[config.mk]
export PLATFORM = sky130hd
export DESIGN_NAME = ocs_tx_arb
export DESIGN_NICKNAME = d
export VERILOG_FILES = /design/src/rtl/ocs_tx_arb.sv
export SDC_FILE = /design/constraint.sdc
export NUM_CORES = 1
export LEC_CHECK = 0
export CORE_AREA = 3 3 140 142
export CTS_CLUSTER_SIZE = 24
export DETAILED_ROUTE_END_ITERATION = 10
export DIE_AREA = 0 0 143 145
export DONT_BUFFER_PORTS = 1
export PLACE_DENSITY_LB_ADDON = 0.12
export SYNTH_ARGS = -nofsm -noshare
export SYNTH_HDL_FRONTEND = slang
export SYNTH_SLANG_ARGS = --single-unit
[constraint.sdc]
create_clock -name i_clk -period 2 [get_ports i_clk]
set_input_delay 0.3 -clock i_clk [delete_from_list [all_inputs] [get_ports i_clk]]
set_output_delay 0.3 -clock i_clk [all_outputs]
set_load 0.005 [all_outputs]
[src/rtl/ocs_tx_arb.sv]
// ocs_tx_arb: three-requester AXI-Stream TX arbiter in front of the MAC.
// s0 (time-sync) has absolute priority; s1 (slot-control) and s2 (data)
// share a one-bit round-robin pointer. Frames are atomic, consecutive
// frames are separated by at least one idle cycle, and a granted frame
// that stalls too long is aborted.
module ocs_tx_arb #(
  parameter logic [15:0] P_TIMEOUT = 16'd300,
  parameter int          P_DATA_W  = 64
) (
  input  logic                  i_clk,
  input  logic                  i_rst_n,
  // requester 0: time-sync frames
  input  logic                  s0_axis_tvalid,
  input  logic [P_DATA_W-1:0]   s0_axis_tdata,
  input  logic                  s0_axis_tlast,
  input  logic [P_DATA_W/8-1:0] s0_axis_tkeep,
  input  logic                  s0_axis_tuser,
  output logic                  s0_axis_tready,
  // requester 1: slot-control frames
  input  logic                  s1_axis_tvalid,
  input  logic [P_DATA_W-1:0]   s1_axis_tdata,
  input  logic                  s1_axis_tlast,
  input  logic [P_DATA_W/8-1:0] s1_axis_tkeep,
  input  logic                  s1_axis_tuser,
  output logic                  s1_axis_tready,
  // requester 2: data frames
  input  logic                  s2_axis_tvalid,
  input  logic [P_DATA_W-1:0]   s2_axis_tdata,
  input  logic                  s2_axis_tlast,
  input  logic [P_DATA_W/8-1:0] s2_axis_tkeep,
  input  logic                  s2_axis_tuser,
  output logic                  s2_axis_tready,
  // shared TX port toward the MAC
  output logic                  m_axis_tvalid,
  output logic [P_DATA_W-1:0]   m_axis_tdata,
  output logic                  m_axis_tlast,
  output logic [P_DATA_W/8-1:0] m_axis_tkeep,
  output logic                  m_axis_tuser,
  input  logic                  m_axis_tready,
  // control and status
  input  logic                  i_slot_guard,
  output logic [1:0]            o_grant,
  output logic                  o_busy,
  output logic                  o_abort,
  output logic [15:0]           o_frm_cnt0,
  output logic [15:0]           o_frm_cnt1,
  output logic [15:0]           o_frm_cnt2
);

  localparam int          KEEP_W   = P_DATA_W / 8;
  localparam logic [1:0]  GNT_NONE = 2'd3;
  // The stall counter reaches P_TIMEOUT on the same edge that leaves BUSY,
  // so the abort decision is taken while it still holds P_TIMEOUT-1.
  localparam logic [15:0] TO_LAST  = P_TIMEOUT - 16'd1;

  typedef enum logic {IDLE, BUSY} state_t;

  state_t      state, state_nxt;
  logic [1:0]  grant;
  logic        rr_s2;       // 0: s1 wins a tie with s2, 1: s2 wins
  logic [15:0] stall_cnt;
  logic [1:0]  arb_sel;
  logic        arb_go;
  logic        hs;
  logic        done;
  logic        timeout;

  // Priority pick among the current requests (only consumed in IDLE)
  always_comb begin
    arb_sel = GNT_NONE;
    if (s0_axis_tvalid)                       arb_sel = 2'd0;
    else if (s1_axis_tvalid && s2_axis_tvalid) arb_sel = rr_s2 ? 2'd2 : 2'd1;
    else if (s1_axis_tvalid)                  arb_sel = 2'd1;
    else if (s2_axis_tvalid)                  arb_sel = 2'd2;
  end

  assign arb_go  = (state == IDLE) && !i_slot_guard &&
                   (s0_axis_tvalid || s1_axis_tvalid || s2_axis_tvalid);
  assign hs      = m_axis_tvalid && m_axis_tready;
  assign done    = hs && m_axis_tlast;
  // A handshake in the deciding cycle keeps the frame alive (and a tlast
  // handshake completes it normally), so it always beats the timeout.
  assign timeout = (state == BUSY) && !hs && (stall_cnt == TO_LAST);

  // FSM state register
  always_ff @(posedge i_clk or negedge i_rst_n) begin
    if (!i_rst_n) state <= IDLE;
    else          state <= state_nxt;
  end

  // FSM next-state logic; always returning to IDLE enforces the inter-frame gap
  always_comb begin
    state_nxt = state;
    case (state)
      IDLE:    if (arb_go)          state_nxt = BUSY;
      BUSY:    if (done || timeout) state_nxt = IDLE;
      default:                      state_nxt = IDLE;
    endcase
  end

  // FSM outputs: combinational mux of the granted port, all-zero when idle
  always_comb begin
    m_axis_tvalid  = 1'b0;
    m_axis_tdata   = '0;
    m_axis_tlast   = 1'b0;
    m_axis_tkeep   = {KEEP_W{1'b0}};
    m_axis_tuser   = 1'b0;
    s0_axis_tready = 1'b0;
    s1_axis_tready = 1'b0;
    s2_axis_tready = 1'b0;
    if (state == BUSY) begin
      case (grant)
        2'd0: begin
          m_axis_tvalid  = s0_axis_tvalid;
          m_axis_tdata   = s0_axis_tdata;
          m_axis_tlast   = s0_axis_tlast;
          m_axis_tkeep   = s0_axis_tkeep;
          m_axis_tuser   = s0_axis_tuser;
          s0_axis_tready = m_axis_tready;
        end
        2'd1: begin
          m_axis_tvalid  = s1_axis_tvalid;
          m_axis_tdata   = s1_axis_tdata;
          m_axis_tlast   = s1_axis_tlast;
          m_axis_tkeep   = s1_axis_tkeep;
          m_axis_tuser   = s1_axis_tuser;
          s1_axis_tready = m_axis_tready;
        end
        2'd2: begin
          m_axis_tvalid  = s2_axis_tvalid;
          m_axis_tdata   = s2_axis_tdata;
          m_axis_tlast   = s2_axis_tlast;
          m_axis_tkeep   = s2_axis_tkeep;
          m_axis_tuser   = s2_axis_tuser;
          s2_axis_tready = m_axis_tready;
        end
        default: ;
      endcase
    end
  end

  // Grant register: latched on arbitration, parked at 3 whenever idle
  always_ff @(posedge i_clk or negedge i_rst_n) begin
    if (!i_rst_n)                                grant <= GNT_NONE;
    else if (arb_go)                             grant <= arb_sel;
    else if ((state == BUSY) && (done || timeout)) grant <= GNT_NONE;
  end

  // Round-robin pointer: moves away from whichever of s1/s2 was just granted
  always_ff @(posedge i_clk or negedge i_rst_n) begin
    if (!i_rst_n)                         rr_s2 <= 1'b0;
    else if (arb_go && (arb_sel == 2'd1)) rr_s2 <= 1'b1;
    else if (arb_go && (arb_sel == 2'd2)) rr_s2 <= 1'b0;
  end

  // Stall counter: cleared on grant and on every beat, counts idle BUSY cycles
  always_ff @(posedge i_clk or negedge i_rst_n) begin
    if (!i_rst_n)            stall_cnt <= '0;
    else if (arb_go)         stall_cnt <= '0;
    else if (state == BUSY)  stall_cnt <= hs ? 16'd0 : stall_cnt + 16'd1;
  end

  // Abort pulse, one cycle, in the first idle cycle after a timeout
  always_ff @(posedge i_clk or negedge i_rst_n) begin
    if (!i_rst_n) o_abort <= 1'b0;
    else          o_abort <= timeout;
  end

  // Completed-frame counters, one per requester, free-running wrap
  always_ff @(posedge i_clk or negedge i_rst_n) begin
    if (!i_rst_n) begin
      o_frm_cnt0 <= '0;
      o_frm_cnt1 <= '0;
      o_frm_cnt2 <= '0;
    end else if ((state == BUSY) && done) begin
      case (grant)
        2'd0:    o_frm_cnt0 <= o_frm_cnt0 + 16'd1;
        2'd1:    o_frm_cnt1 <= o_frm_cnt1 + 16'd1;
        2'd2:    o_frm_cnt2 <= o_frm_cnt2 + 16'd1;
        default: ;
      endcase
    end
  end

  assign o_grant = grant;
  assign o_busy  = (state == BUSY);

endmodule

==> flow_summary.ini <==
[routing]
first_iter_violations = 254
vias = 5261
viasPerCell = 5.65
totalWireLength_um = 24300
ant_nets = 0
route.detailed.drc = 0
wl_per_cell_um = 26.1
first_pass_iters = 5

[logic_synthesis]
ys_seq_elements = 69
ys_top_cells_by_area = dfrtp_1 (32%), mux2i_1 (14%), nor2_1 (11%)
synth.distinct_cells = 49
synthDominantCellAreaShare_pct = 31.9
avgSynthCellArea_sq_um = 7.94
synth-seq-area-share_pct = 32.9
ys_top_cells_by_count = nor2_1 (158), a21oi_1 (83), mux2i_1 (74), dfrtp_1 (67), xnor2_1 (32)
yosys_warnings = 0
syn_nets = 895
synth_area_leader_cell = dfrtp_1
syn_inst = 662
synth_edf_count = 0
ys.flop_type = dfrtp_1
yosys.cell_count.top_type = nor2_1
syn-cell-area_sq_mm = 0.00526
synth-async-reset-ratio_pct = 100

[timing]
max_freq_mhz = 458
worst_slack_ps = -181
fin_tns_setup_ps = -8190
slew_headroom_pct = 66.0
hold_viol = 0
period_share_pct = 109
worst_pin_slew_ps = 506
skew_ps = 3.14
setup_viol = 86
slew_viol_final = 0
period_minus_slack_ps = 2180
rsz0062_at_grt = yes

[global_route]
grt_max_degree = 70
antenna_found_initial = 2
track_usage_pct = 22.1
first_global_vias = 5179
grt_overflow = 0
grt_pass1_wl_um = 34600

[floorplan]
die_h_um = 145
start_util_pct = 28.3
core_area_sq_mm = 0.0186
die_w_um = 143
die_area_sq_mm = 0.0207
num_rows = 50
num_io_pins = 359

[worst_setup_path]
cp_slowest_stage_delay_ps = 670
critPathRequiredTime_ps = 1700
critical_path.cell_chain = buf_16, nor2b_4, buf_6, buf_12, buf_6, a21oi_2, nor2_1
path_class = flop to output pin
cp-end-kind = output pin
critPathMaxFanout = 8
critPathLaunchType = flop
crit_arrival_ps = 1880
cp_common_cell = buf_6
slowest_stage = dfstp_4

[layout]
layout.cells.non_filler = 931
final_area_sq_mm = 0.00709
area_growth_pct = 34.8
fin_nets = 926
drive_gt1_share_pct = 27.8
num_antenna_cells = 0
final_core_util_pct = 38.1

[place]
place_area_sq_mm = 0.00572
dp_hpwl_um = 18100
io_buffers = 0
routabilityCongestion = 0.901
dp.cells = 893

[run_status]
violations = setup timing
outcome = complete, but fails checks

[pwr]
p_leak_nw = 3.16
p_per_area_mw_per_mm2 = 1360
irDropWorstVdd_mv = 0.562

[job]
cap_violations = 0

[clock_tree]
cts-root-buf = clkbuf_16
cts_buffers = 9
clockBufferDepth = 2
cts.sinks = 69
cts_tree = yes
h-tree-depth = 3
path_clk_slew_ps = 60
insertion_delay_ps = 330

[worst_hold_path]
hold_path.class = primary input to flop
## worst paths after layout
| check | from | end | slack [ps] | cells past startpoint |
|---|---|---|---|---|
| setup / recovery | o_grant[1]$_DFFE_PN1P_ | m_axis_tdata[20] | -180 | 7 |
| hold / removal | s2_axis_tvalid | rr_s2$_DFFE_PN0P_ | 60 | 1 |
| setup reg to reg | o_grant[1]$_DFFE_PN1P_ | stall_cnt[14]$_DFFE_PN0P_ | -130 | 5 |
| hold reg to reg | o_frm_cnt1[15]$_DFFE_PN0P_ | o_frm_cnt1[15]$_DFFE_PN0P_ | 500 | 1 |
| max in group asynchronous | i_rst_n | o_grant[1]$_DFFE_PN1P_ | 1170 | 2 |
| min in group asynchronous | i_rst_n | o_frm_cnt1[9]$_DFFE_PN0P_ | 510 | 2 |
## worst max-delay path: cells and delay by family (launching register included)
kind / cells / cell delay, ps
AOI/OAI and AO/OA: 1 / 130
buffers and inverters: 4 / 600
DFF: 1 / 670
and+or+nand+nor: 2 / 120
## report_power, final
part / leakage (nW) / internal [mW] / switching (mW)
clock: 0.147 / 1.08 / 0.623
combinational: 2.08 / 2.75 / 3.33
sequential: 0.931 / 1.59 / 0.256
total: 3.16 / 5.43 / 4.21
## flip-flops by register name, summed over array words and instances, names as in the netlist
name and flops:
o_frm_cnt2 16, o_frm_cnt0 16, o_grant 2, o_frm_cnt1 16, o_abort 1, o_busy 1, stall_cnt 16, rr_s2 1
## area by class of cell
cell class                      instances  area [sq um]
Timing Repair Buffer                   62           813
Clock buffer                            9           225
Tap cell                              234           293
Multi-Input combinational cell        542          3900
Fill cell                            1930         11500
Clock inverter                          6          88.8
Sequential cell                        69          1740
Inverter                                9          33.8
## kinds of logic (layout without fill, tap and decap cells)
kind of cell               Yosys count  count (layout)  share of synthesized area [%]
muxes                               78              78                           15.0
AOI/OAI and AO/OA                  119             119                           12.7
buffers and inverters               51              86                           4.12
adders and majority gates            4               4                          0.952
DFF                                 69              69                           32.9
xor gates and xnor gates            45              45                           7.50
and+or+nand+nor                    296             296                           26.8
## stage by stage
step,setup slack [ps],power (mW),hold WS [ps]
floorplan,32.7,4.80,4.41
global placement,13.1,5.99,7.85
detailed placement,23.5,6.05,7.73
CTS,-181,9.31,46.3
global route,-233,10.2,67.8
finish,-181,9.64,60.7
## cell usage in the layout, fill, tap and decap left out, types with 18 or more instances in the layout
master | synthesis | layout
nand3_1 | 19 | 19
a21oi_1 | 83 | 26
a21oi_2 | 0 | 39
nor2_1 | 158 | 133
dfrtp_1 | 67 | 66
buf_4 | 0 | 32
nand2_1 | 26 | 26
xnor2_1 | 32 | 32
nand4_1 | 24 | 24
nor2_2 | 0 | 25
mux2i_1 | 74 | 72
a21oi_4 | 0 | 18
## repair_timing
| item | CTS | global route |
|---|---|---|
| gates cloned | 6 | 4 |
| endpoints found under the hold margin | 69 | 0 |
| hold buffers | 2 | 0 |
| setup buffers | 11 | 1 |
| setup endpoints to repair | 75 | 123 |
| gates resized for setup | 111 | 55 |
| pin swaps | 25 | 19 |
## routing by layer
layer | GRT usage [%] | vias up | share of wire [%]
met1 | 26.1 | 2528 | 38
met2 | 35.1 | 281 | 48
met4 | 9.27 | 4 | 3.8
met3 | 9.29 | 50 | 11
li1 | - | 2398 | -
met5 | 0 | - | 0.14
Note: power is estimated with default switching activity, not from simulation.
